[src/rtl/filter2d_pkg.sv]
// Shared definitions for the filter2d pixel path: image geometry defaults
// and the streamer state encoding.
package filter2d_pkg;

  localparam int IMG_W_DEF = 256;
  localparam int IMG_H_DEF = 256;
  localparam int DW_DEF    = 8;
  localparam int AW_DEF    = 16;

  typedef enum logic [1:0] {
    IDLE  = 2'd0,
    RUN   = 2'd1,
    DRAIN = 2'd2,
    DONE  = 2'd3
  } state_t;

  // Column index is the low bits of the linear address (IMG_W is a power of two).
  function automatic logic is_last_col(input logic [31:0] addr, input int col_w);
    logic [31:0] mask;
    mask = (32'd1 << col_w) - 32'd1;
    return ((addr & mask) == mask);
  endfunction

endpackage

[src/rtl/pixel_stream_tx_addr_gen.sv]
// Read scheduler for the pixel streamer: paces reads every gap+1 cycles,
// walks the linear image address with wrap, and counts frames in a run.
module pixel_addr_gen
  import filter2d_pkg::*;
#(
  parameter int IMG_W = IMG_W_DEF,
  parameter int IMG_H = IMG_H_DEF,
  parameter int AW    = AW_DEF
) (
  input  logic          clk,
  input  logic          reset_n,
  input  logic          load,
  input  logic          run,
  input  logic [4:0]    gap,
  input  logic [1:0]    n_frames,
  output logic          issue,
  output logic [AW-1:0] addr,
  output logic          first_of_frame,
  output logic          last_of_line,
  output logic          last_of_frame,
  output logic          last_of_run
);

  localparam int            COL_W    = $clog2(IMG_W);
  localparam logic [AW-1:0] ADDR_MAX = AW'(IMG_W * IMG_H - 1);

  logic          issue_r;
  logic [AW-1:0] addr_r;
  logic [1:0]    frame_r;
  logic [4:0]    cnt_r;
  logic [4:0]    gap_r;
  logic [1:0]    nf_r;
  logic          last_of_run_s;

  assign issue          = issue_r;
  assign addr           = addr_r;
  assign first_of_frame = (addr_r == {AW{1'b0}});
  assign last_of_line   = is_last_col(32'(addr_r), COL_W);
  assign last_of_frame  = (addr_r == ADDR_MAX);
  assign last_of_run_s  = issue_r && (addr_r == ADDR_MAX) && (frame_r == nf_r);
  assign last_of_run    = last_of_run_s;

  // Pace reads and advance address/frame after every issued read.
  always_ff @(posedge clk) begin
    if (!reset_n) begin
      issue_r <= 1'b0;
      addr_r  <= {AW{1'b0}};
      frame_r <= 2'd0;
      cnt_r   <= 5'd0;
      gap_r   <= 5'd0;
      nf_r    <= 2'd0;
    end else if (load) begin
      // First read goes out on the very first RUN cycle.
      issue_r <= 1'b1;
      addr_r  <= {AW{1'b0}};
      frame_r <= 2'd0;
      cnt_r   <= 5'd0;
      gap_r   <= gap;
      nf_r    <= n_frames;
    end else if (!run) begin
      issue_r <= 1'b0;
      addr_r  <= {AW{1'b0}};
      frame_r <= 2'd0;
      cnt_r   <= 5'd0;
    end else if (issue_r) begin
      // cnt_r holds the idle cycles still owed before the next read.
      cnt_r   <= gap_r;
      issue_r <= (gap_r == 5'd0) && !last_of_run_s;
      if (addr_r == ADDR_MAX) begin
        addr_r  <= {AW{1'b0}};
        frame_r <= frame_r + 2'd1;
      end else begin
        addr_r  <= addr_r + AW'(1);
      end
    end else if (cnt_r == 5'd1) begin
      cnt_r   <= 5'd0;
      issue_r <= 1'b1;
    end else begin
      cnt_r   <= cnt_r - 5'd1;
      issue_r <= 1'b0;
    end
  end

endmodule

[src/rtl/pixel_stream_tx.sv]
// Frame streamer: reads a stored image from a synchronous memory and emits
// it as a strobed pixel stream with start/end-of-line/frame markers.
module pixel_stream_tx
  import filter2d_pkg::*;
#(
  parameter int IMG_W = IMG_W_DEF,
  parameter int IMG_H = IMG_H_DEF,
  parameter int DW    = DW_DEF,
  parameter int AW    = $clog2(IMG_W * IMG_H)
) (
  input  logic          clk,
  input  logic          reset_n,
  input  logic          start,
  input  logic          abort,
  input  logic [4:0]    gap,
  input  logic [1:0]    n_frames,
  output logic          mem_rd,
  output logic [AW-1:0] mem_addr,
  input  logic [DW-1:0] mem_data,
  output logic          o_strb,
  output logic [DW-1:0] o_data,
  output logic          o_sof,
  output logic          o_eol,
  output logic          o_eof,
  output logic          busy,
  output logic          done
);

  state_t        state_r;
  logic          accept_s;
  logic          abort_s;
  logic          run_s;
  logic          issue_s;
  logic [AW-1:0] addr_s;
  logic          sof_s;
  logic          eol_s;
  logic          eof_s;
  logic          last_run_s;
  logic          v1_r;
  logic          sof1_r;
  logic          eol1_r;
  logic          eof1_r;

  assign accept_s = (state_r == IDLE) && start;
  assign abort_s  = (state_r != IDLE) && abort;
  assign run_s    = (state_r == RUN) && !abort;
  assign mem_rd   = issue_s;
  assign mem_addr = addr_s;

  pixel_addr_gen #(
    .IMG_W (IMG_W),
    .IMG_H (IMG_H),
    .AW    (AW)
  ) u_addr_gen (
    .clk            (clk),
    .reset_n        (reset_n),
    .load           (accept_s),
    .run            (run_s),
    .gap            (gap),
    .n_frames       (n_frames),
    .issue          (issue_s),
    .addr           (addr_s),
    .first_of_frame (sof_s),
    .last_of_line   (eol_s),
    .last_of_frame  (eof_s),
    .last_of_run    (last_run_s)
  );

  // Run sequencing with registered busy/done.
  always_ff @(posedge clk) begin
    if (!reset_n) begin
      state_r <= IDLE;
      busy    <= 1'b0;
      done    <= 1'b0;
    end else if (abort_s) begin
      state_r <= IDLE;
      busy    <= 1'b0;
      done    <= 1'b0;
    end else begin
      case (state_r)
        IDLE: begin
          done <= 1'b0;
          if (start) begin
            state_r <= RUN;
            busy    <= 1'b1;
          end else begin
            state_r <= IDLE;
            busy    <= 1'b0;
          end
        end
        RUN: begin
          if (last_run_s) begin
            state_r <= DRAIN;
          end else begin
            state_r <= RUN;
          end
        end
        DRAIN: begin
          // Last strobe is on the output and nothing is behind it.
          if (o_strb && !v1_r) begin
            state_r <= DONE;
            done    <= 1'b1;
          end else begin
            state_r <= DRAIN;
          end
        end
        DONE: begin
          state_r <= IDLE;
          done    <= 1'b0;
          busy    <= 1'b0;
        end
        default: begin
          state_r <= IDLE;
          busy    <= 1'b0;
          done    <= 1'b0;
        end
      endcase
    end
  end

  // Two-stage output pipeline: read cycle -> data cycle -> registered pixel.
  always_ff @(posedge clk) begin
    if (!reset_n) begin
      v1_r   <= 1'b0;
      sof1_r <= 1'b0;
      eol1_r <= 1'b0;
      eof1_r <= 1'b0;
      o_strb <= 1'b0;
      o_sof  <= 1'b0;
      o_eol  <= 1'b0;
      o_eof  <= 1'b0;
      o_data <= {DW{1'b0}};
    end else if (abort_s) begin
      // Drop in-flight pixels; o_data keeps its last value.
      v1_r   <= 1'b0;
      sof1_r <= 1'b0;
      eol1_r <= 1'b0;
      eof1_r <= 1'b0;
      o_strb <= 1'b0;
      o_sof  <= 1'b0;
      o_eol  <= 1'b0;
      o_eof  <= 1'b0;
    end else begin
      v1_r   <= issue_s;
      sof1_r <= issue_s & sof_s;
      eol1_r <= issue_s & eol_s;
      eof1_r <= issue_s & eof_s;
      o_strb <= v1_r;
      o_sof  <= v1_r & sof1_r;
      o_eol  <= v1_r & eol1_r;
      o_eof  <= v1_r & eof1_r;
      if (v1_r) begin
        o_data <= mem_data;
      end else begin
        o_data <= o_data;
      end
    end
  end

endmodule
[config.mk]
export PLATFORM = sky130hd
export DESIGN_NAME = pixel_stream_tx
export DESIGN_NICKNAME = d
export VERILOG_FILES = /design/src/rtl/filter2d_pkg.sv /design/src/rtl/pixel_stream_tx_addr_gen.sv /design/src/rtl/pixel_stream_tx.sv
export SDC_FILE = /design/constraint.sdc
export NUM_CORES = 1
export LEC_CHECK = 0
export CAP_MARGIN = 20
export CELL_PAD_IN_SITES_DETAIL_PLACEMENT = 2
export CELL_PAD_IN_SITES_GLOBAL_PLACEMENT = 2
export CORE_ASPECT_RATIO = 0.5
export CORE_MARGIN = 2
export CORE_UTILIZATION = 30
export DETAILED_ROUTE_END_ITERATION = 10
export PLACE_DENSITY = 0.84
export SETUP_SLACK_MARGIN = 0.1
export SYNTH_ARGS = -nofsm -noshare
export SYNTH_HDL_FRONTEND = slang
export SYNTH_HIERARCHICAL = 1
export SYNTH_SLANG_ARGS = --single-unit
[constraint.sdc]
create_clock -name clk -period 2.3 [get_ports clk]
set_clock_uncertainty 0.1 [all_clocks]
set_input_delay 0.46 -clock clk [delete_from_list [all_inputs] [get_ports clk]]
set_output_delay 0.46 -clock clk [all_outputs]
set_load 0.1 [all_outputs]
==> impl_metrics.yaml <==
setup_path:
  required_ns: 2.38
  crit_arrival_ns: 2.13
  ff2ff_setup_slack_ns: 0.26
  critical-path-max-stage-delay_ns: 0.45
  critPathKind: "flip-flop to flip-flop"
  crit_chain: "ha_4 > nand3_1 > or3_1 > buf_4 > o31ai_2 > buf_4 > nor2_1"
  critPathLaunch: "u_addr_gen/addr[0]$_SDFFE_PP0P_"
  cpMostUsedCell: "buf_4"
  r2r_cells: 7
  cp-endpoint: "u_addr_gen/addr[7]$_SDFFE_PP0P_"
  cp-end-kind: "flip-flop"
  cp_max_fo: 13
  critPathBufInv: 2
  critPathLaunchType: "flip-flop"
  r2r_start: "u_addr_gen/addr[0]$_SDFFE_PP0P_"
  r2r_end: "u_addr_gen/addr[7]$_SDFFE_PP0P_"
  cp.depth: 7
  critPathTopFamily: "simple AND/OR/NAND/NOR gates"
  worst_path_max_delay_cell: "or3_1"
floorplanning:
  rows: 22
  dieWidth_um: 129
  core_um2: 7460
  die_h_um: 66.6
  die_area_um2: 8610
  ioPinCount: 50
  start_util: 0.315
synth:
  syn_avg_cell_area_um2: 9.27
  ys_ff_latch: 51
  synth_edf_count: 0
  yosysWarningCount: 6
  synth_ff_type: "dfxtp_1"
  seq_area_frac_synth: 0.434
  syn-num-nets: 281
  async_flop_share: 0
  ys_types: 39
  synthCells: 254
  syn_area_um2: 2350
global_routing:
  antenna_found_initial: 0
  grt_max_degree: 21
  overflow: 0
  grt_pass1_wl_um: 11300
  track_usage: 0.174
  first_global_vias: 2184
layout:
  n_antenna_cell: 0
  layout_common_cells: "37 x buf_4, 34 x dfxtp_1, 23 x nor2_1"
  fill_cells: 801
  layout_commonest_cell: "buf_4"
  drive_gt1_frac: 0.250
  fin_nets: 330
  seqCellArea_um2: 1070
  area_delta_synth_final_pct: 32.2
  multi_input_area_um2: 1250
clocking:
  cts_sinks: 51
  insertion_delay_ns: 0.30
  cts_tree: "done"
  cts_made_buffers: 5
  clk_pin_slew_ns: 0.07
  ctsHtreeMaxLevel: 2
  cts_buffer_depth: 2
  post_cts_buffers: 0
  root_buffer: "clkbuf_16"
job:
  cap_violations: 0
min_path:
  worstHoldStart: "eol1_r$_SDFF_PP0_"
  hold_class: "flip-flop to flip-flop"
detailed_routing:
  drc_errors: 0
  dr_wl_met2_um: 3440
  num_vias: 2033
  drt_iter0_markers: 54
  dr_wl_met3_um: 249
  drtAntennaViolNets: 0
  m1WireLength_um: 3240
  wl_um: 7010
  top_layer: "met4"
  wl_per_cell_um: 17.0
  avgViaCountPerCell: 4.93
  first_pass_iters: 4
sta:
  maxSlewViolCount: 0
  tightest_slew_ns: 0.521
  fin_crit_ns: 2.04
  period_share: 0.889
  setup_viol_count_final: 0
  relSlewSlack: 0.652
  hold_violations: 0
  finalWorstSetupSlack_ns: 0.256
  tns_ns: 0
  rsz0062_at_grt: "no"
  clock.fmax_mhz: 489
power:
  ir_drop_v: 0.000303
  p_leak_uw: 0.00121
  p_per_area_nw_per_um2: 640
placed_design:
  gp_congestion: 0.768
  place_ws_ns: 0.186
  hpwl_um: 5060
  numPortBuffers: 49
status:
  status: "complete, no violations"
-- per-layer routing --
metal  track usage  vias to the layer above
met4        0.0652                        0
met1         0.208                     1008
met2         0.308                       32
met5             0                        -
met3        0.0394                        5
li1              -                      988
-- final cells by class --
| class | instances | share of cell area |
|---|---|---|
| Multi-Input combinational cell | 181 | 0.401 |
| Inverter | 9 | 0.0109 |
| Clock inverter | 1 | 0.00161 |
| Timing Repair Buffer | 55 | 0.147 |
| Tap cell | 108 | 0.0434 |
| Sequential cell | 51 | 0.343 |
| Clock buffer | 7 | 0.0527 |
-- cell families (layout without fill, tap and decap cells) --
logic type	Yosys count	in the layout	synth area share
adders and majority gates	8	8	0.0425
buffers and inverters	22	72	0.0436
xor gates and xnor gates	17	17	0.0633
DFF	51	51	0.434
muxes	7	7	0.0298
AOI/OAI and AO/OA	40	40	0.116
and+or+nand+nor	109	109	0.271
-- worst min path at each step --
stage                  endpoint  slack [ns]  depth (start not counted)
5_1_grt        o_sof$_SDFF_PP0_        0.35                          1
3_5_place_dp   o_eof$_SDFF_PP0_        0.32                          1
6_report       o_eol$_SDFF_PP0_        0.33                          1
2_1_floorplan  o_eof$_SDFF_PP0_        0.31                          1
3_3_place_gp   o_eof$_SDFF_PP0_        0.32                          1
4_1_cts        o_eof$_SDFF_PP0_        0.33                          1
-- cell usage after synthesis (2+ instances only) --
library cell,number,area [µm²]
o31ai_1,2,15.0
nor3b_1,2,15.0
inv_1,9,33.8
and3_1,4,25.0
xnor2_1,5,43.8
nor4_1,4,25.0
clkbuf_1,7,26.3
and3_2,8,60.1
and2_1,7,43.8
and4_1,3,26.3
mux2i_1,7,70.1
dfxtp_1,51,1020
o211ai_1,3,22.5
nand4_1,8,50.1
nand4b_1,2,17.5
a22oi_1,4,30.0
xor2_1,12,105
a21oi_1,9,45.0
nor3_1,6,30.0
nand3_1,4,20.0
buf_2,3,15.0
or4_1,3,22.5
a21boi_0,8,60.1
nand2_1,13,48.8
o21ai_0,4,20.0
buf_6,2,22.5
ha_1,8,100
nor2b_1,11,68.8
nor4b_1,2,17.5
nor2_1,23,86.3
or3_1,5,31.3
o21a_1,8,60.1
-- registers in the layout, summed over array words and instances (netlist names), named ones only --
signal              cells
eol1_r                  1
o_eof                   1
o_strb                  1
u_addr_gen/cnt_r        5
o_sof                   1
u_addr_gen/gap_r        5
o_data                  8
u_addr_gen/issue        1
eof1_r                  1
u_addr_gen/frame_r      2
sof1_r                  1
done                    1
u_addr_gen/addr        16
u_addr_gen/nf_r         2
v1_r                    1
state_r                 1
busy                    1
o_eol                   1
-- worst register-to-register path: cells and delay by family (launching register included) --
| family | cells | cell delay, ns |
|---|---|---|
| simple gates | 3 | 0.64 |
| flops | 1 | 0.39 |
| fa+ha+maj | 1 | 0.15 |
| buf+inv | 2 | 0.44 |
| compound gates | 1 | 0.22 |
-- power by group --
| group | internal [µW] | switching [µW] |
|---|---|---|
| sequential | 895 | 28.6 |
| combinational | 91.2 | 137 |
| clock | 498 | 340 |
| total | 1480 | 505 |
-- per-stage QoR --
stage          std cells  utilization  cell area [µm²]  hold WS [ns]  total power (µW)
3_5_place_dp         404        0.394             2940         0.317              1170
5_1_grt              412        0.417             3110         0.349              2070
2_1_floorplan        254            -             2410         0.306              1090
3_3_place_gp         404        0.394             2940         0.318              1160
4_1_cts              412        0.416             3110         0.334              2020
6_report             412        0.417             3110         0.332              1990
-- repair_timing --
action                     CTS  global route
hold buffers                 0             0
setup endpoints to repair    0             1
resized for setup            0             1
Note: power is estimated with default switching activity, not from simulation.
